`src/rtl/jtag_master.sv`:
```
// JTAG host engine: turns TAP_RESET/SHIFT_IR/SHIFT_DR/IDLE commands into TMS/TDI/TCK sequences from and back to Run-Test/Idle.
// Response at 1 + N*2*CLKDIV cycles after acceptance (1 for rejects); one command in flight, RSP held until rsp_ready.
module jtag_master #(
   parameter int DR_MAX = 64,
   parameter int CLKDIV = 2
) (
   input  logic              sys_clk,
   input  logic              reset,
   input  logic              cmd_valid,
   output logic              cmd_ready,
   input  logic [1:0]        cmd_op,
   input  logic [6:0]        cmd_len,
   input  logic [DR_MAX-1:0] cmd_data,
   output logic              rsp_valid,
   input  logic              rsp_ready,
   output logic [DR_MAX-1:0] rsp_data,
   output logic              rsp_err,
   output logic              tck,
   output logic              tms,
   output logic              tdi,
   output logic              trst,
   input  logic              tdo
);
   localparam int DIV_W = (CLKDIV > 1) ? $clog2(CLKDIV) : 1;
   localparam logic [1:0] OP_RESET = 2'b00;
   localparam logic [1:0] OP_IR    = 2'b01;
   localparam logic [1:0] OP_DR    = 2'b10;
   localparam logic [1:0] OP_IDLE  = 2'b11;

   typedef enum logic [2:0] {S_IDLE, S_HDR, S_SHIFT, S_TRL, S_RUN, S_RSP} state_t;

   state_t             r_state;
   state_t             w_state_nxt;
   logic               r_up;
   logic [1:0]         r_op;
   logic [6:0]         r_len;
   logic [6:0]         r_cnt;
   logic [5:0]         r_hdr;
   logic [DR_MAX-1:0]  r_sreg;
   logic [DIV_W-1:0]   r_div;
   logic               r_tck;
   logic               r_tms;
   logic               r_tdi;
   logic               r_trst;
   logic               r_synced;
   logic               r_rsp_valid;
   logic [DR_MAX-1:0]  r_rsp_data;
   logic               r_rsp_err;

   logic w_cmd_ready, w_accept, w_bad, w_immed, w_active, w_pend, w_rise, w_fall, w_last;

   always_comb begin
      w_state_nxt = r_state;
      w_cmd_ready = (r_state == S_IDLE) && r_up;
      w_accept    = cmd_valid && w_cmd_ready;
      w_bad       = (cmd_op != OP_RESET) &&
                    (!r_synced || (32'(cmd_len) > DR_MAX) ||
                     ((cmd_op != OP_IDLE) && (cmd_len == 7'd0)));
      w_immed     = w_bad || ((cmd_op == OP_IDLE) && (cmd_len == 7'd0));
      w_active    = (r_state inside {S_HDR, S_SHIFT, S_TRL, S_RUN});
      w_pend      = (r_div == DIV_W'(CLKDIV - 1));
      w_rise      = w_active && w_pend && !r_tck;
      w_fall      = w_active && w_pend && r_tck;
      w_last      = (r_cnt == 7'd1);
      case (r_state)
         S_IDLE:
            if (w_accept) begin
               if (w_immed)                w_state_nxt = S_RSP;
               else if (cmd_op == OP_IDLE) w_state_nxt = S_RUN;
               else                        w_state_nxt = S_HDR;
            end
         S_HDR:   if (w_fall && w_last) w_state_nxt = (r_op == OP_RESET) ? S_RSP : S_SHIFT;
         S_SHIFT: if (w_fall && w_last) w_state_nxt = S_TRL;
         S_TRL:   if (w_fall && w_last) w_state_nxt = S_RSP;
         S_RUN:   if (w_fall && w_last) w_state_nxt = S_RSP;
         S_RSP:   if (rsp_ready) w_state_nxt = S_IDLE;
         default: w_state_nxt = S_IDLE;
      endcase
   end

   always_ff @(posedge sys_clk or posedge reset) begin
      if (reset) r_state <= S_IDLE;
      else       r_state <= w_state_nxt;
   end

   always_ff @(posedge sys_clk or posedge reset) begin
      if (reset) begin
         r_up        <= 1'b0;
         r_op        <= OP_RESET;
         r_len       <= 7'd0;
         r_cnt       <= 7'd0;
         r_hdr       <= 6'd0;
         r_sreg      <= '0;
         r_div       <= '0;
         r_tck       <= 1'b0;
         r_tms       <= 1'b1;
         r_tdi       <= 1'b0;
         r_trst      <= 1'b0;
         r_synced    <= 1'b0;
         r_rsp_valid <= 1'b0;
         r_rsp_data  <= '0;
         r_rsp_err   <= 1'b0;
      end else begin
         r_up <= 1'b1;
         if (w_active) begin
            if (w_pend) begin
               r_div <= '0;
               r_tck <= ~r_tck;
            end else begin
               r_div <= r_div + 1'b1;
            end
         end
         case (r_state)
            S_IDLE: begin
               r_trst <= 1'b1;
               if (w_accept) begin
                  r_op   <= cmd_op;
                  r_len  <= cmd_len;
                  r_sreg <= cmd_data;
                  r_div  <= '0;
                  r_tck  <= 1'b0;
                  if (w_immed) begin
                     r_rsp_valid <= 1'b1;
                     r_rsp_err   <= w_bad;
                     r_rsp_data  <= '0;
                  end else begin
                     // header TMS patterns are stored LSB-first
                     case (cmd_op)
                        OP_RESET: begin r_hdr <= 6'b011111; r_cnt <= 7'd6; r_tms <= 1'b1; r_trst <= 1'b0; end
                        OP_IR:    begin r_hdr <= 6'b000011; r_cnt <= 7'd4; r_tms <= 1'b1; end
                        OP_DR:    begin r_hdr <= 6'b000001; r_cnt <= 7'd3; r_tms <= 1'b1; end
                        default:  begin r_cnt <= cmd_len;   r_tms <= 1'b0; end
                     endcase
                  end
               end
            end
            S_HDR:
               if (w_fall) begin
                  if (w_last) begin
                     if (r_op == OP_RESET) begin
                        r_synced    <= 1'b1;
                        r_rsp_valid <= 1'b1;
                        r_rsp_err   <= 1'b0;
                        r_rsp_data  <= '0;
                     end else begin
                        r_cnt <= r_len;
                        r_tms <= (r_len == 7'd1);
                        r_tdi <= r_sreg[0];
                     end
                  end else begin
                     r_hdr <= r_hdr >> 1;
                     r_tms <= r_hdr[1];
                     r_cnt <= r_cnt - 7'd1;
                     if (r_cnt == 7'd2) r_trst <= 1'b1;
                  end
               end
            S_SHIFT:
               if (w_rise) begin
                  r_sreg <= {tdo, r_sreg[DR_MAX-1:1]};
               end else if (w_fall) begin
                  if (w_last) begin
                     r_tms <= 1'b1;
                     r_tdi <= 1'b0;
                     r_hdr <= 6'b000001;
                     r_cnt <= 7'd2;
                  end else begin
                     r_cnt <= r_cnt - 7'd1;
                     r_tms <= (r_cnt == 7'd2);
                     r_tdi <= r_sreg[0];
                  end
               end
            S_TRL:
               if (w_fall) begin
                  if (w_last) begin
                     // captured bits sit at the top of the register; right-justify them
                     r_rsp_valid <= 1'b1;
                     r_rsp_err   <= 1'b0;
                     r_rsp_data  <= r_sreg >> (DR_MAX - 32'(r_len));
                  end else begin
                     r_hdr <= r_hdr >> 1;
                     r_tms <= r_hdr[1];
                     r_cnt <= r_cnt - 7'd1;
                  end
               end
            S_RUN:
               if (w_fall) begin
                  if (w_last) begin
                     r_rsp_valid <= 1'b1;
                     r_rsp_err   <= 1'b0;
                     r_rsp_data  <= '0;
                  end else begin
                     r_cnt <= r_cnt - 7'd1;
                  end
               end
            S_RSP:
               if (rsp_ready) begin
                  r_rsp_valid <= 1'b0;
                  r_rsp_err   <= 1'b0;
                  r_rsp_data  <= '0;
               end
            default: ;
         endcase
      end
   end

   assign cmd_ready = w_cmd_ready;
   assign rsp_valid = r_rsp_valid;
   assign rsp_data  = r_rsp_data;
   assign rsp_err   = r_rsp_err;
   assign tck       = r_tck;
   assign tms       = r_tms;
   assign tdi       = r_tdi;
   assign trst      = r_trst;
endmodule

```
`config.mk`:
```
export PLATFORM = sky130hd
export DESIGN_NAME = jtag_master
export DESIGN_NICKNAME = d
export VERILOG_FILES = /design/src/rtl/jtag_master.sv
export SDC_FILE = /design/constraint.sdc
export NUM_CORES = 1
export LEC_CHECK = 0
export ABC_AREA = 1
export BUFFER_PORTS_ARGS = -buffer_cell sky130_fd_sc_hd__buf_2
export CORE_MARGIN = 2
export CORE_UTILIZATION = 25
export CTS_CLUSTER_SIZE = 14
export DETAILED_ROUTE_END_ITERATION = 10
export HOLD_SLACK_MARGIN = 0.15
export PLACE_DENSITY_LB_ADDON = 0.25
export SYNTH_ARGS = -nofsm -noshare
export SYNTH_HDL_FRONTEND = slang
export SYNTH_SLANG_ARGS = --single-unit
export TNS_END_PERCENT = 30
```
`constraint.sdc`:
```
create_clock -name sys_clk -period 5.6 [get_ports sys_clk]
set_input_delay 0.56 -clock sys_clk [delete_from_list [all_inputs] [get_ports sys_clk]]
set_output_delay 0.56 -clock sys_clk [all_outputs]
set_load 0.01 [all_outputs]
```
==> impl_results.md, run 1 <==
* Outcome: complete, no violations
* Yosys cell types at 45
* Area delta synth->final at 15.49%
* Resized Gates After CTS at 0
* FF+latch count, synth at 160
* CTS tree: yes
* Kind of critical path: flop to flop
* Post-synth top flop: dfrtp_1
* Final min period at 3.785 ns
* Routed Antenna Nets at 0
* Fin. Hold Viols at 0
* Largest net degree at the start of global routing at 99
* IO Pins at 149
* Most instantiated cells after synthesis: nand3_1 (569), nand2_1 (393), dfrtp_1 (159)
* Number of synthesized flops with an enable pin at 0
* Slew margin rel. at 22.39%
* Synthesized net count at 1797
* Die Ht at 217.7 um
* Highest clock rate at 264.2 MHz
* DP Wirelength at 33780 um
* GRT Overall Usage at 19.18%
* First-pass GRT wire length at 69660 um
* YS warnings at 0
* Final Skew at 0.01588 ns
* Async S/R FF share, synth at 100.0%
* Vias per inst at 5.167
* Unrepaired setup endpoints after global routing: false
* DIE AREA at 0.04738 mm2
* Post-Synthesis Cell Area at 0.01141 mm2
* Final period util at 67.59%
* Worst Tran Pin Value at 1.162 ns
* Number of global-route vias before repair at 11628
* Drt wl/cell at 18.83 um
* CP startpoint kind: flop
* Detailed Route WL at 44850 um
* Layout cells sized above 1 at 13.25%
* WP data required at 5.99 ns
* CP Max Fanout at 14
* Crit end category: flop
* Starting density of the core at 25.26%
* Gr ovfl total at 0
* Register area share after synthesis at 35.09%
* Sink Count at 160
* HP Class: input port to async pin
* Number of H-tree levels at 4
* Core ar. at 0.04519 mm2
* Mapped Cells at 1707
* Vias after detailed routing at 12308
* Count leader, synth: nand3_1
* Post-CTS Setup Inserts at 0
* Die boundary width at 217.7 um
* Hold Slack at 0.1969 ns
* Syn Area/Cell at 6.687 um2
* Dominant cell type by area after synthesis: dfrtp_1
* Core Rows at 78
* Clock Path Buffers at 2
* Pre-Repair DR Iteration Count at 6
* Final #Nets at 1858
* Antenna violations before repair at 1
* Critical path data arrival time at 4.17 ns
* Clk_lat worst skew at 0.47 ns
* Fin. max-slew vios at 0
* # hold bufs at CTS at 0
* Final setup viols at 0
* Top post-synthesis cells by area: dfrtp_1 (35%), nand3_1 (25%), nand2_1 (13%)
* Root Buffer: clkbuf_16
* Setup TNS at 0 ns
* Clock-pin slew on the worst setup and hold paths at 0.07 ns
* TritonCTS buffer count at 17
* DR iter-0 viols at 1480
* Max Cap Violations at 0
* Share of the synthesized area in the top cell type at 34.86%
* Residual DRC at 0
* Port Buffers at 148
* GPL Wtd Cong at 0.9266
## placed cells by master, fill, tap and decap left out, types with 2 or more instances in the layout
cell type / synthesis / final
nand3_1: 569 / 569
nand2_1: 393 / 392
dfrtp_1: 159 / 158
buf_2: 24 / 148
o21ai_0: 122 / 122
inv_1: 109 / 108
o211ai_1: 65 / 65
nor2_1: 48 / 47
a21oi_1: 28 / 28
clkbuf_16: 0 / 17
buf_4: 4 / 16
ha_1: 12 / 12
o21ai_2: 11 / 11
inv_2: 8 / 7
inv_6: 0 / 7
nor2_4: 4 / 5
xor2_1: 6 / 5
nor3_1: 5 / 5
nand4_1: 4 / 4
a31oi_1: 4 / 4
o221ai_1: 4 / 4
nand2_2: 2 / 3
o31ai_1: 3 / 3
o22ai_1: 3 / 3
inv_8: 0 / 3
clkinv_1: 2 / 2
nor2_8: 2 / 2
inv_4: 1 / 2
a22o_1: 2 / 2
o21ai_1: 3 / 2
clkinv_4: 0 / 2
## routing by layer
layer	vias up	GRT usage [%]	share of wire, %
li1	5993	-	-
met4	0	6.347	2.3
met3	46	4.142	6.6
met1	5848	28.54	49
met2	421	27.11	42
met5	-	0	0
## kinds of logic (layout without fill, tap and decap cells)
logic type | after synthesis | count (layout) | synth area share [%]
compound gates | 250 | 250 | 13.22
xor+xnor | 7 | 7 | 0.5371
fa+ha+maj | 12 | 12 | 1.315
buf+inv | 243 | 317 | 8.473
flops | 160 | 160 | 35.09
mux | 2 | 2 | 0.1863
other cells | 1 | 2 | 0.03285
simple gates | 1032 | 1032 | 41.15
## per-stage QoR
| step | setup slack, ns | area (um2) | util [%] | instances |
|---|---|---|---|---|
| 6_report | 1.815 | 13180 | 29.17 | 2382 |
| 5_1_grt | 1.347 | 13180 | 29.17 | 2381 |
| 4_1_cts | 1.853 | 13180 | 29.17 | 2381 |
| 3_5_place_dp | 1.894 | 12590 | 27.87 | 2349 |
| 3_3_place_gp | 2.023 | 12590 | 27.87 | 2349 |
| 2_1_floorplan | 0.7217 | 11410 | - | 1707 |
## final timing paths
path                                               start  slack [ns]  cells past startpoint                        to
worst min-delay path                               reset        0.20                      2            r_up$_DFF_PP0_
worst max-delay path              r_state[0]$_DFFE_PP0P_        1.82                     15      r_cnt[2]$_DFFE_PP0P_
worst max register to register    r_state[0]$_DFFE_PP0P_        1.82                     15      r_cnt[2]$_DFFE_PP0P_
max in group asynchronous                          reset        4.49                      3  rsp_data[12]$_DFFE_PP0P_
min in group sys_clk                        cmd_data[37]        0.35                      3    r_sreg[37]$_DFFE_PP0P_
worst min register to register  rsp_data[27]$_DFFE_PP0P_        0.48                      2  rsp_data[27]$_DFFE_PP0P_
## layout make-up
| class | count | area, um2 |
|---|---|---|
| Fill cell | 5045 | 32000 |
| Multi-Input combinational cell | 1304 | 6494 |
| Sequential cell | 160 | 4006 |
| Timing Repair Buffer | 165 | 880.8 |
| Tap cell | 600 | 750.7 |
| Inverter | 120 | 460.4 |
| Clock buffer | 17 | 425.4 |
| Clock inverter | 15 | 162.7 |
| Antenna cell | 1 | 2.502 |
## flip-flops by register name, summed over array words and instances, names as in the netlist
| name | flops |
|---|---|
| r_cnt | 7 |
| r_div | 1 |
| r_hdr | 4 |
| r_len | 7 |
| r_op | 2 |
| r_sreg | 64 |
| r_state | 3 |
| r_synced | 1 |
| r_up | 1 |
| rsp_data | 64 |
| rsp_err | 1 |
| rsp_valid | 1 |
| tck | 1 |
| tdi | 1 |
| tms | 1 |
| trst | 1 |
## critical path: stages, from the launching register on
cell	delay [ns]
dfrtp_1	0.42
inv_1	0.07
nor2_1	0.23
nand2_1	0.14
o21ai_1	0.28
nor2_1	0.16
inv_1	0.18
ha_1	0.22
nand2_1	0.10
inv_1	0.14
nor2_1	0.08
a31oi_1	0.20
o21ai_0	0.14
nor4b_2	0.96
o21ai_0	0.22
o21ai_0	0.14
Power of run 1 is left out: the tool's default activity adds up to more than one toggle a clock period on the data nets, which glitch-free logic cannot reach.
==> run 2, diff against run 1 <==
==> constraint.sdc (replaced) <==
create_clock -name sys_clk -period 3.05 [get_ports sys_clk]
set_input_delay 0.305 -clock sys_clk [delete_from_list [all_inputs] [get_ports sys_clk]]
set_output_delay 0.305 -clock sys_clk [all_outputs]
set_load 0.01 [all_outputs]
==> impl_results.md, run 2 (synthesis gave the netlist of run 1 again) <==
* Commonest non-fill, non-tap cell in the layout: nand3_1
* Core Rows at 78
* Diodes inserted at 0
* HP Class: input port to flop
* DP Wirelength at 34890 um
* Outcome: complete, no violations
* CTS tree: yes
* Gr ovfl total at 0
* Root Buffer: clkbuf_16
* Fin. max-slew vios at 0
* Die boundary width at 217.7 um
* Routed Antenna Nets at 0
* Number of H-tree levels at 4
* TritonCTS buffer count at 17
* Fin. Hold Viols at 0
* Antenna violations before repair at 0
* CP startpoint kind: flop
* Sink Count at 160
* Number of global-route vias before repair at 12106
* Crit end category: flop
* Kind of critical path: flop to flop
* Drt wl/cell at 18.66 um
* First-pass GRT wire length at 71880 um
* Slew margin rel. at 50.16%
* Worst Tran Pin Value at 0.7475 ns
* Die Ht at 217.7 um
* Vias after detailed routing at 12800
* Final Skew at 0.01502 ns
* Layout cells sized above 1 at 15.06%
* Clk_lat worst skew at 0.48 ns
* Worst slack, placed at 0.007881 ns
* Final period util at 92.15%
* GRT Overall Usage at 19.68%
* Setup slack after layout at 0.2396 ns
* DR iter-0 viols at 1343
* Vias per inst at 5.136
* Detailed Route WL at 46490 um
* Core ar. at 0.04519 mm2
* CP Max Fanout at 6
* Placed Instance Area at 0.01297 mm2
* Residual DRC at 0
* DIE AREA at 0.04738 mm2
* Area delta synth->final at 26.23%
* Hold Slack at 0.1714 ns
* WP data required at 3.44 ns
* Post-route design area at 0.01441 mm2
* Final setup viols at 0
* Port Buffers at 148
* Starting density of the core at 25.26%
* Clock-pin slew on the worst setup and hold paths at 0.07 ns
* Clock Path Buffers at 2
* Max Cap Violations at 0
* GPL Wtd Cong at 0.9418
* Pre-Repair DR Iteration Count at 6
* Final #Nets at 1969
* Reg2Reg Depth at 18
* Highest clock rate at 355.8 MHz
* WHS Path Cells at 3
* Largest net degree at the start of global routing at 133
* IO Pins at 149
* Critical path data arrival time at 3.20 ns
* Final min period at 2.810 ns
* Commonest cells after routing, fill and taps aside: nand3_1 (569), nand2_1 (392), dfrtp_1 (156), buf_2 (148), o21ai_0 (121)
* Setup TNS at 0 ns
-- run 2: cell count changes in the layout (fill, tap and decap cells not counted), sizes merged --
cell | before | now
bufinv | 1 | 0
clkinv | 6 | 9
buf | 165 | 205
nor2 | 54 | 55
diode | 1 | 0
inv | 127 | 125
clkbuf | 17 | 18
dlygate4sd3 | 0 | 68
clkdlybuf4s15 | 0 | 1
-- run 2: layout make-up --
cell class	count	area, um2
well taps	600	750.7
flip-flops and latches	160	4009
clock buffers	17	425.4
inverters	120	461.7
multi-input cells	1305	6520
repair buffers	275	2053
fillers	4948	30780
clock inverters	15	188.9
-- run 2: metrics by stage --
| stage | std cells | util [%] |
|---|---|---|
| floorplan | 1707 | - |
| global placement | 2381 | 28.70 |
| detailed placement | 2381 | 28.70 |
| CTS | 2482 | 31.59 |
| global route | 2492 | 31.89 |
| finish | 2492 | 31.89 |
-- run 2: critical path, stage by stage, from the launching register on --
cell and delay, ns:
dfrtp_2 0.42, inv_1 0.08, nor2_1 0.12, nand2_1 0.10, nand2_1 0.11, nor2_1 0.07
inv_1 0.09, ha_2 0.21, nand2_1 0.10, inv_1 0.08, buf_4 0.14, nor2_1 0.07
a31oi_2 0.20, o21ai_0 0.14, nor4b_2 0.22, buf_4 0.17, clkdlybuf4s15_2 0.26, nand2_1 0.06
o21ai_0 0.08
-- run 2: timing repair --
item,4_1_cts,5_1_grt
resized for setup,0,12
setup buffers,0,9
endpoints found under the setup margin,1,72
hold endpoints to repair,79,0
hold buffers,68,0
pin swaps,1,5
cloned,1,1
-- run 2: path summary, 6_finish.rpt --
check | from | end | slack (ns)
max in group asynchronous | reset | rsp_data[13]$_DFFE_PP0P_ | 1.77
min reg2reg | rsp_data[44]$_DFFE_PP0P_ | rsp_data[44]$_DFFE_PP0P_ | 0.48
max | r_state[1]$_DFFE_PP0P_ | r_cnt[1]$_DFFE_PP0P_ | 0.24
min in group asynchronous | reset | r_cnt[0]$_DFFE_PP0P_ | 0.39
min | cmd_data[24] | r_sreg[24]$_DFFE_PP0P_ | 0.17
max reg2reg | r_state[1]$_DFFE_PP0P_ | r_cnt[1]$_DFFE_PP0P_ | 0.24
-- run 2: per-layer routing --
layer,vias to the layer above,wire [um],global-route usage (%)
met5,-,0,0
met4,0,935,5.731
met3,48,3006,3.612
met2,436,19960,29.08
met1,6094,22590,28.95
li1,6222,-,-
Power of run 2 is left out for the same reason.
